$ cat src/rtl/disp_clk_pkg.sv
// Shared types and default timing for the display-clock sequencer.
// Modes map directly onto the clock generator's select encoding.
package disp_clk_pkg;

  typedef enum logic [1:0] {
    VGA  = 2'b00,
    XGA  = 2'b01,
    SVGA = 2'b10,
    SXGA = 2'b11
  } mode_t;

  typedef enum logic [2:0] {
    IDLE      = 3'd0,
    QUIESCE   = 3'd1,
    SETTLE    = 3'd2,
    WAIT_LOCK = 3'd3,
    RELEASE   = 3'd4
  } state_t;

  localparam int DEF_QUIESCE_CYC = 16;
  localparam int DEF_SETTLE_CYC  = 64;
  localparam int DEF_TIMEOUT_CYC = 4096;
  localparam int DEF_CNT_W       = 13;

endpackage

$ cat src/rtl/disp_clk_seq_cnt.sv
// Saturating wait counter with terminal-count compare
// against a limit that the sequencer switches per state.
module seq_wait_cnt #(
  parameter int CNT_W = 13
) (
  input  logic             clk,
  input  logic             rst_n,
  input  logic             clr,
  input  logic             en,
  input  logic [CNT_W-1:0] limit,
  output logic             tc
);

  logic [CNT_W-1:0] cnt;

  always_ff @(posedge clk) begin
    if (!rst_n) begin
      cnt <= '0;
    end else if (clr) begin
      cnt <= '0;
    end else if (en && cnt != '1) begin
      cnt <= cnt + 1'b1;
    end
  end

  assign tc = (cnt == limit - 1'b1);

endmodule

$ cat src/rtl/disp_clk_seq.sv
// Display-clock switch sequencer: holds the display in reset
// across a clock-mux change, waits for settle and PLL lock.
module disp_clk_seq
  import disp_clk_pkg::*;
#(
  parameter logic [1:0] INIT_MODE   = 2'b00,
  parameter int         QUIESCE_CYC = DEF_QUIESCE_CYC,
  parameter int         SETTLE_CYC  = DEF_SETTLE_CYC,
  parameter int         TIMEOUT_CYC = DEF_TIMEOUT_CYC,
  parameter int         CNT_W       = DEF_CNT_W
) (
  input  logic       clk,
  input  logic       rst_n,
  input  logic       req_valid,
  input  logic [1:0] req_mode,
  output logic       req_ready,
  input  logic       pll_locked,
  output logic [1:0] clk_sel,
  output logic       disp_rst_n,
  output logic [1:0] cur_mode,
  output logic       busy,
  output logic       done,
  output logic       lock_err
);

  localparam logic [CNT_W-1:0] Q_LIM = CNT_W'(QUIESCE_CYC);
  localparam logic [CNT_W-1:0] S_LIM = CNT_W'(SETTLE_CYC);
  localparam logic [CNT_W-1:0] T_LIM = CNT_W'(TIMEOUT_CYC);

  state_t           state;
  mode_t            pend;
  logic             lk_meta;
  logic             lk;
  logic             tc;
  logic             cnt_clr;
  logic             cnt_en;
  logic [CNT_W-1:0] limit;

  // pll_locked is asynchronous to clk
  always_ff @(posedge clk) begin
    lk_meta <= pll_locked;
    lk      <= lk_meta;
  end

  always_comb begin
    cnt_clr = 1'b1;
    cnt_en  = 1'b0;
    limit   = Q_LIM;
    unique case (1'b1)
      (state == QUIESCE): begin
        limit   = Q_LIM;
        cnt_en  = 1'b1;
        cnt_clr = tc;
      end
      (state == SETTLE): begin
        limit   = S_LIM;
        cnt_en  = 1'b1;
        cnt_clr = tc;
      end
      (state == WAIT_LOCK): begin
        limit   = T_LIM;
        cnt_en  = 1'b1;
        cnt_clr = tc || lk;
      end
      default: ;
    endcase
  end

  seq_wait_cnt #(
    .CNT_W (CNT_W)
  ) u_cnt (
    .clk   (clk),
    .rst_n (rst_n),
    .clr   (cnt_clr),
    .en    (cnt_en),
    .limit (limit),
    .tc    (tc)
  );

  always_ff @(posedge clk) begin
    if (!rst_n) begin
      state      <= SETTLE;
      pend       <= mode_t'(INIT_MODE);
      clk_sel    <= INIT_MODE;
      cur_mode   <= INIT_MODE;
      disp_rst_n <= 1'b0;
      req_ready  <= 1'b0;
      busy       <= 1'b1;
      done       <= 1'b0;
      lock_err   <= 1'b0;
    end else begin
      done <= 1'b0;
      unique case (state)
        IDLE: begin
          req_ready <= 1'b1;
          if (req_valid && req_ready) begin
            req_ready <= 1'b0;
            if (req_mode == cur_mode) begin
              done <= 1'b1;
            end else begin
              pend       <= mode_t'(req_mode);
              disp_rst_n <= 1'b0;
              busy       <= 1'b1;
              state      <= QUIESCE;
            end
          end
        end
        QUIESCE: begin
          if (tc) begin
            clk_sel  <= pend;
            cur_mode <= pend;
            state    <= SETTLE;
          end
        end
        SETTLE: begin
          if (tc) state <= WAIT_LOCK;
        end
        WAIT_LOCK: begin
          if (lk) begin
            lock_err <= 1'b0;
            state    <= RELEASE;
          end else if (tc) begin
            // fail open so the display is never left frozen
            lock_err <= 1'b1;
            state    <= RELEASE;
          end
        end
        RELEASE: begin
          disp_rst_n <= 1'b1;
          done       <= 1'b1;
          busy       <= 1'b0;
          req_ready  <= 1'b1;
          state      <= IDLE;
        end
        default: state <= SETTLE;
      endcase
    end
  end

endmodule

$ cat config.mk
export PLATFORM = sky130hd
export DESIGN_NAME = disp_clk_seq
export DESIGN_NICKNAME = d
export VERILOG_FILES = /design/src/rtl/disp_clk_pkg.sv /design/src/rtl/disp_clk_seq_cnt.sv /design/src/rtl/disp_clk_seq.sv
export SDC_FILE = /design/constraint.sdc
export NUM_CORES = 1
export LEC_CHECK = 0
export ABC_CLOCK_PERIOD_IN_PS = 3150
export CORE_ASPECT_RATIO = 1.5
export CORE_UTILIZATION = 50
export DETAILED_ROUTE_END_ITERATION = 7
export GPL_TIMING_DRIVEN = 0
export PLACE_DENSITY = 0.78
export SKIP_CTS_REPAIR_TIMING = 1
export SLEW_MARGIN = 30
export SYNTH_ARGS = -nofsm -noshare
export SYNTH_HDL_FRONTEND = slang
export SYNTH_HIERARCHICAL = 1
export SYNTH_SLANG_ARGS = --single-unit
$ cat constraint.sdc
create_clock -name clk -period 3.15 [get_ports clk]
set_clock_uncertainty 0.1 [all_clocks]
set_input_delay 0.7875 -clock clk [delete_from_list [all_inputs] [get_ports clk]]
set_output_delay 0.7875 -clock clk [all_outputs]
set_load 0.05 [all_outputs]
# Word-level counts from Yosys, hierarchy flattened

Cells that the tools add are included.

Add/sub/neg operators: 2
Equality and inequality tests: 12
Mux-type cells: 23
Bitwise operators: 2
Reductions and logical operators: 14

Operators with widths:

| operator                                                             | number |
|---|---|
| 13-bit case mux with 2 select lines                                  | 1 |
| 3-bit two-way mux                                                    | 6 |
| 3-bit case mux with 5 select lines                                   | 1 |
| 13-bit by 1-bit adder with 13-bit output, second input constant      | 1 |
| 13-bit == test                                                       | 1 |
| 13-bit inequality test, second input constant                        | 1 |
| 13-bit by 1-bit subtractor with 13-bit output, second input constant | 1 |
| 1-bit two-way mux                                                    | 10 |
| 1-bit case mux with 2 select lines                                   | 5 |
| 2-bit inequality test, second input constant                         | 4 |
| 3-bit by 2-bit == test with 1-bit output, second input constant      | 2 |
| 3-bit AND reduction                                                  | 2 |
| 5-bit AND reduction                                                  | 1 |
| 2-bit AND reduction                                                  | 2 |
| 2-bit nonzero test                                                   | 2 |
| 2-bit OR reduction                                                   | 2 |
| 3-bit by 1-bit == test with 1-bit output, second input constant      | 1 |
| 3-bit == test, second input constant                                 | 1 |
| 3-bit zero test                                                      | 1 |
| 3-bit inequality test, second input constant                         | 1 |
| 3-bit OR reduction                                                   | 1 |
| 2-bit == test                                                        | 1 |
| 1-bit logical AND                                                    | 2 |
| 1-bit inverter                                                       | 2 |
| 1-bit logical OR                                                     | 1 |

Flip-flop bits (word level): 27
Input bits: 6
Output and inout port bits: 9
Logic and storage cells: 64

# Depth between registers and ports, before layout

Gate-level depths: netlist of the first run.

Depth after elaboration: 7
Mapped depth: 14
Gate-level depth less buffers: 12

# Cells and area by module

The synthesis of the first run kept the hierarchy.

Modules (own cells, without submodules):

| module       | times used | cells an instance | area an instance (µm²) | sequential area each (µm²) |
|---|---|---|---|---|
| seq_wait_cnt | 1          | 144               | 1114.8                 | 260.2 |
| disp_clk_seq | 1          | 65                | 606.8                  | 280.3 |

# Least setup slack after synthesis of the first run

No wires, ideal clock.

Kind: reg2reg
From: register state[2]
To: register u_cnt.cnt[0]
Library setup time: 0.128 ns
Arrival: 2.735 ns
Required time: 2.922 ns
Slack: 0.187 ns
Cell stages (with the launch flop): 14
Path buffers: 2
Period minus slack after synthesis: 2.963 ns
Path through: dfxtp_1 buf_2 nor2b_1 inv_1 nor4_4 a31oi_1 a2111oi_2 nand4_1 nor4b_2 nor2_1 nand3_1 nand2b_1 clkbuf_1 nor2_1

Word-level cells in the longest chain between the ends: 7
Elaborated cells between the ends (all ways): 13
Those cells by class: 1 x add/sub; 4 x eq/ne; 3 x mux; 5 x reduce/logical

RTL lines:

| element                                                            | RTL line                               | text |
|---|---|---|
| start: declaration                                                 | disp_clk_seq.sv:30                     | `state_t state;` |
| start signal: assignment                                           | disp_clk_seq.sv:82                     | `state <= SETTLE;` |
| start signal: assignment                                           | disp_clk_seq.sv:104                    | `state <= QUIESCE;` |
| start signal: assignment                                           | disp_clk_seq.sv:112                    | `state <= SETTLE;` |
| 3-bit by 2-bit == test with 1-bit output, on equally long branches | disp_clk_seq.sv:60, disp_clk_seq.sv:55 |  |
| 13-bit case mux with 2 select lines *                              | disp_clk_seq.sv:49                     | `unique case (1'b1)` |
| via limit[4]                                                       | disp_clk_seq.sv:37                     | `logic [CNT_W-1:0] limit;` |
| 13-bit by 1-bit subtractor with 13-bit output *                    | disp_clk_seq_cnt.sv:26                 | `assign tc = (cnt == limit - 1'b1);` |
| 13-bit == test *                                                   | disp_clk_seq_cnt.sv:26                 |  |
| via tc                                                             | disp_clk_seq.sv:34                     | `logic tc;` |
| 1-bit logical OR                                                   | disp_clk_seq.sv:63                     | `cnt_clr = tc \|\| lk;` |
| 1-bit case mux with 2 select lines *                               | disp_clk_seq.sv:49                     |  |
| via cnt_clr                                                        | disp_clk_seq.sv:35                     | `logic cnt_clr;` |
| 2-bit OR reduction (no source line) *                              | n/a                                    |  |
| end signal: assignment                                             | disp_clk_seq_cnt.sv:22                 | `cnt <= cnt + 1'b1;` |
| end: declaration                                                   | disp_clk_seq_cnt.sv:14                 | `logic [CNT_W-1:0] cnt;` |

The timed path passes the listed nets; every way through them passes the cells marked *.
A chain may end at the register's enable or synchronous reset.

# Worst setup path in the final report of the first run

From: register state[1]
To: register cur_mode[0]

Word-level cells in the longest chain between the ends: 5
Elaborated cells between the ends (all ways): 7
Those cells by class: 1 x add/sub; 4 x eq/ne; 1 x mux; 1 x reduce/logical

RTL lines:

| element                                                            | RTL line                               | text |
|---|---|---|
| 3-bit by 2-bit == test with 1-bit output, on equally long branches | disp_clk_seq.sv:60, disp_clk_seq.sv:55 |  |
| 13-bit case mux with 2 select lines *                              | disp_clk_seq.sv:49                     |  |
| via limit[4]                                                       | disp_clk_seq.sv:37                     |  |
| 13-bit by 1-bit subtractor with 13-bit output *                    | disp_clk_seq_cnt.sv:26                 |  |
| 13-bit == test *                                                   | disp_clk_seq_cnt.sv:26                 |  |
| via tc                                                             | disp_clk_seq.sv:34                     |  |
| 2-bit AND reduction (no source line) *                             | n/a                                    |  |
| end signal: assignment                                             | disp_clk_seq.sv:111                    | `cur_mode <= pend;` |
| end: declaration                                                   | disp_clk_seq.sv:20                     | `output logic [1:0] cur_mode,` |

Marks and branches as above.

==> results_dict.tcl, run 1 <==
set metrics [dict create \
    status "finished, final reports clean" \
    final_nets 282 \
    drt_pass1_iterations 4 \
    netlist_instances 209 \
    clockRootBuffer "clkbuf_8" \
    ant_nets 0 \
    hold_violations 0 \
    crit_fanout 8 \
    hold_path_class "reg -> reg" \
    h-tree-depth 1 \
    switching_power_uw 157 \
    drt_iter0_markers 40 \
    yosysWarningCount 6 \
    port_buffers 14 \
    synth_top_area_share_pct 31.4 \
    vias_per_cell 5.28 \
    tritoncts "built" \
    clk_pin_slew_ps 90 \
    detailed_place_hpwl_mm 2.86 \
    finalPower_uw 624 \
    grt_pass1_wl_mm 6.60 \
    dieArea_um2 3690 \
    clock_latency_ps 280 \
    end_kind "flip-flop" \
    nFillCells 279 \
    required_ps 3220 \
    synth_top_flop_cell "dfxtp_1" \
    crit_path_max_incr_delay_ps 470 \
    grt-busiest-layer "met2" \
    netlist-cell-type-count 52 \
    grt_max_degree 17 \
    ys_ff_latch 27 \
    synth.area.top_cells "dfxtp_1, xnor2_1, nor2_1" \
    arrival_ps 3080 \
    combPwrFrac_pct 11.5 \
    grt_overflow 0 \
    netlist_area_um2 1720 \
    drc 0 \
    switching_share_pct 25.2 \
    ir_drop_v 0.000279 \
    max_cap_violations 0 \
    setup_viol 0 \
    die_h_um 73.9 \
    post-route-min-period_ps 3010 \
    wirelength_mm 3.82 \
    grt_pass1_vias 1502 \
    power_frac_clock_pct 32.2 \
    drv_slew 0 \
    p_int_uw 467 \
    start_util_pct 53.4 \
    rows 25 \
    power_density_nw_per_um2 286 \
    wl_per_cell_um 12.2 \
    grt_util_met2_pct 44.9 \
    track_usage_pct 23.3 \
    syn_avg_cell_area_um2 8.24 \
    fp.dieW_um 49.9 \
    synth_area_leader_cell "dfxtp_1" \
    cts.path.max_buffers 2 \
    use_met3_pct 2.69 \
    cts_num_sinks 27 \
    fin_crit_sh_pct 95.5 \
    layout-drive-gt1-share_pct 11.0 \
    async_flop_share_pct 0 \
    crit_type "reg -> reg" \
    max_freq_mhz 332 \
    place_congestion 0.807 \
    hold_ws_ps 235 \
    power_frac_seq_pct 56.3 \
    worstPathCellList "nor2b_2, inv_2, nor4_4, a31oi_1, a2111oi_2, nand4_1, nor4b_4, buf_4, and4bb_2, mux2i_1, nor2_1" \
    rrSetupSlack_ps 140 \
    critPathLaunchType "flip-flop" \
    grtUsageMet1_pct 25.0 \
    diodes 0 \
    seq_area_frac_synth_pct 31.4 \
    coreArea_um2 3220 \
    critPathSlowestCell "dfxtp_1" \
    cts-buffers-inserted 3 \
    area_delta_synth_final_pct 26.9 \
    top_level_ports 15 \
    synth_edf_count 0 \
    num_vias 1653 \
    cellLeakagePower_nw 0.798 \
    antenna_found_initial 0 \
]
cells in the mapped netlist (all sizes together) (6+ instances only):
| library cell | number |
|---|---|
| a21oi | 7 |
| dfxtp | 27 |
| inv | 8 |
| mux2i | 6 |
| nand2 | 12 |
| nand3 | 12 |
| nand4 | 6 |
| nor2 | 26 |
| nor3 | 13 |
| o21ai | 8 |
| xnor2 | 14 |
final timing paths:
check                        startpoint                        to  cells past startpoint
setup / recovery  state[1]$_SDFFE_PN1P_  cur_mode[0]$_SDFFE_PN0P_                     11
hold / removal          lk_meta$_DFF_P_                lk$_DFF_P_                      0
setup reg to reg  state[1]$_SDFFE_PN1P_  cur_mode[0]$_SDFFE_PN0P_                     11
hold reg to reg         lk_meta$_DFF_P_                lk$_DFF_P_                      0
power by group through the flow:
stage	sequential, mW	clock (mW)	combinational [mW]
floorplan	0.358	0	0.0502
global placement	0.359	0	0.0644
detailed placement	0.359	0	0.0650
CTS	0.351	0.212	0.0653
global route	0.352	0.226	0.0823
finish	0.351	0.201	0.0720
through the flow:
stage	area, um2	TNS [ps]	setup WS (ps)	utilization, %	std cells
floorplan	1880	0	187	-	252
global placement	2070	-4770	-452	64.3	306
detailed placement	2070	-6030	-545	64.3	306
CTS	2120	-5960	-547	65.9	310
global route	2180	-778	-77.0	67.8	313
finish	2180	0	142	67.8	313
sequential cells by signal, summed over array words and instances (netlist names):
| name | cells |
|---|---|
| u_cnt/cnt | 13 |
| busy | 1 |
| lock_err | 1 |
| state | 3 |
| disp_rst_n | 1 |
| lk_meta | 1 |
| req_ready | 1 |
| cur_mode | 2 |
| pend | 2 |
| lk | 1 |
| done | 1 |
kinds of logic after synthesis:
group / share of synthesized area [%]
and+or+nand+nor: 30.2
xor gates and xnor gates: 9.67
AOI/OAI and AO/OA: 18.6
buffers and inverters: 4.94
DFF: 31.4
muxes: 3.49
other: 0.218
adders and majority gates: 1.45
per-layer routing:
metal	part of all wire, %	vias to the layer above
met5	0	-
met4	2.5	0
met3	3.0	9
met2	54	42
met1	41	755
li1	-	847
cell type report:
type	count	area [um2]	share of cell area (%)
multi-input cells	207	1290	59.1
well taps	40	50.0	2.29
repair buffers	17	163	7.45
clock buffers	3	41.3	1.89
clock inverters	1	7.51	0.344
plain buffers	10	61.3	2.81
flip-flops and latches	27	541	24.7
inverters	8	30.0	1.37
critical path, delay by kind of cell (launching register included):
kind | cells | cell delay [ps]
simple gates | 6 | 1410
flops | 1 | 470
compound gates | 2 | 410
buf+inv | 2 | 300
mux | 1 | 210
cell usage in the layout (no fill, tap or decap), types with 2 or more instances in the layout:
cell type	count
a2111oi_2	2
a211o_1	2
a211oi_1	3
a21oi_1	7
a311oi_1	2
a31oi_1	3
a41oi_1	2
and2_1	2
and3_1	3
and3b_1	2
buf_4	5
clkbuf_1	4
clkbuf_4	2
clkbuf_8	3
clkdlybuf4s50_1	14
conb_1	44
dfxtp_1	27
ha_1	2
inv_1	7
mux2i_1	6
nand2_1	11
nand2b_1	3
nand3_1	12
nand4_1	6
nor2_1	25
nor2b_1	2
nor3_1	11
nor3_2	2
o21ai_0	7
o31ai_1	2
or2_2	2
or3_1	2
xnor2_1	14
xor2_1	5
(Power assumes the default switching activity.)
==> inputs of run 2 (changes only) <==
--- a/config.mk
+++ b/config.mk
@@ -7,10 +7,10 @@
 export LEC_CHECK = 0
 export ABC_CLOCK_PERIOD_IN_PS = 3150
 export CORE_ASPECT_RATIO = 1.5
-export CORE_UTILIZATION = 50
+export CORE_UTILIZATION = 51
 export DETAILED_ROUTE_END_ITERATION = 7
 export GPL_TIMING_DRIVEN = 0
-export PLACE_DENSITY = 0.78
+export PLACE_DENSITY = 0.8
 export SKIP_CTS_REPAIR_TIMING = 1
 export SLEW_MARGIN = 30
 export SYNTH_ARGS = -nofsm -noshare
==> run 2 against run 1 <==
Register-to-register slack better by 30 ps. Final cell count stayed put. Sequential power hardly changed. Clock-buffer cell count stayed put. Global-route usage is 1.3 points lower. Sequential cell count stayed put. Worst setup slack better by 28 ps. Clock power hardly changed. Critical path depth is 1 higher. Core utilization is 0.43 points higher. First-iteration DRC count is 60% lower. Critical endpoint unchanged.
==> results_dict.tcl, run 2 (same netlist as run 1, synthesis figures left out) <==
set metrics [dict create \
    status "finished, final reports clean" \
    nFillCells 300 \
    tightest_slew_ps 498 \
    clockRootBuffer "clkbuf_8" \
    fin_crit_sh_pct 94.6 \
    reg.largest.list "u_cnt/cnt x13, state x3" \
    cts_num_sinks 27 \
    hold_violations 0 \
    max_slew_margin_pct 66.7 \
    crit_path_end "cur_mode[0]$_SDFFE_PN0P_" \
    cellLeakagePower_nw 0.794 \
    tritoncts "built" \
    met3_length_um 101 \
    drc 0 \
    port_buffers 14 \
    ant_nets 0 \
    hold_depth 0 \
    dp_cells 306 \
    final_nets 282 \
    detailed_place_hpwl_mm 2.84 \
    wl_met1_mm 1.44 \
    arrival_ps 3050 \
    wirelength_mm 3.60 \
    place_congestion 0.819 \
    finalNonFillerCells 313 \
    antenna_found_initial 0 \
    start_util_pct 54.0 \
    crit_fanout 10 \
    critPathLaunchType "flip-flop" \
    vias_per_cell 5.12 \
    top_layer "met4" \
    mostFrequentLayoutCell "conb_1" \
    track_usage_pct 22.0 \
    r2r_start "state[2]$_SDFFE_PN0P_" \
    clock_latency_ps 270 \
    cts.path.max_buffers 2 \
    placed_area_um2 2070 \
    largest_reg_flops 13 \
    dieArea_um2 3620 \
    rows 25 \
    h-tree-depth 1 \
    layout-drive-gt1-share_pct 11.0 \
    wl_per_cell_um 11.5 \
    drt_iter0_markers 16 \
    worst_slack_ps 170 \
    post-place-ws_ps -419 \
    critPathLaunch "state[2]$_SDFFE_PN0P_" \
    drv_slew 0 \
    grt_overflow 0 \
    crit_type "reg -> reg" \
    cts-buffers-inserted 3 \
    drt_pass1_iterations 4 \
    r2r_cells 12 \
    area_delta_synth_final_pct 26.5 \
    required_ps 3220 \
    clk_pin_slew_ps 100 \
    num_vias 1604 \
    die_h_um 73.2 \
    post-route-min-period_ps 2980 \
    grt_pass1_wl_mm 6.12 \
    met2WireLength_mm 1.92 \
    rr_endpoint "cur_mode[0]$_SDFFE_PN0P_" \
    rrSetupSlack_ps 170 \
    end_kind "flip-flop" \
    final_area_um2 2180 \
    finalSetupTns_ps 0 \
    max_freq_mhz 336 \
    top_level_ports 15 \
    power_density_nw_per_um2 286 \
    finalPower_uw 623 \
    fp.dieW_um 49.4 \
    ir_drop_v 0.000226 \
    hold_path_class "reg -> reg" \
    diodes 0 \
    layout_common_cells "conb_1, dfxtp_1, nor2_1, xnor2_1, clkdlybuf4s50_1" \
    grt_pass1_vias 1555 \
    coreArea_um2 3190 \
    top_register "u_cnt/cnt" \
    max_cap_violations 0 \
    setup_viol 0 \
    grt_max_degree 17 \
]
==> run 2: final cells by class <==
cell class                 count  area (um2)  share of cell area [%]
timing repair buffer          17         163                    7.47
clock inverter                 1        7.51                   0.345
buffer                        10        61.3                    2.82
multi-input combinational    207        1280                    59.0
sequential                    27         541                    24.8
clock buffer                   3        41.3                    1.90
tap                           40        50.0                    2.30
inverter                       8        30.0                    1.38
==> run 2: routing by layer <==
| metal | GRT usage, % | up-vias |
|---|---|---|
| met5 | 0 | - |
| met4 | 12.7 | 0 |
| met1 | 21.1 | 724 |
| met3 | 3.13 | 8 |
| met2 | 43.5 | 29 |
| li1 | - | 843 |
==> run 2: per-stage QoR <==
stage                     util (%)  hold slack (ps)
final                         68.2              235
after global routing          68.2              249
after CTS                     66.5              236
after detailed placement      65.0              213
after global placement        65.0              211
after floorplan                  -              210
==> run 2: critical path, cell delays in order (launching register included) <==
cell	delay (ps)
dfxtp_1	400
clkbuf_4	220
nor2b_2	70
inv_2	130
nor2_2	100
or3_1	470
a2111oi_2	250
mux2i_1	170
nor4b_4	240
buf_4	170
and4bb_2	300
mux2i_1	200
nor2_1	50
==> run 2: where the power goes <==
part / total [mW] / internal (mW) / switching [mW]
logic: 0.0710 / 0.0310 / 0.0400
clock network: 0.201 / 0.0898 / 0.111
registers: 0.351 / 0.346 / 0.00543
==> run 2: how the worst min path moves through the flow <==
stage / startpoint / to / slack [ps]
after floorplan: lk_meta$_DFF_P_ / lk$_DFF_P_ / 210
after global placement: lk_meta$_DFF_P_ / lk$_DFF_P_ / 210
after detailed placement: lk_meta$_DFF_P_ / lk$_DFF_P_ / 210
after CTS: lk_meta$_DFF_P_ / lk$_DFF_P_ / 240
after global routing: lk_meta$_DFF_P_ / lk$_DFF_P_ / 250
final: lk_meta$_DFF_P_ / lk$_DFF_P_ / 240
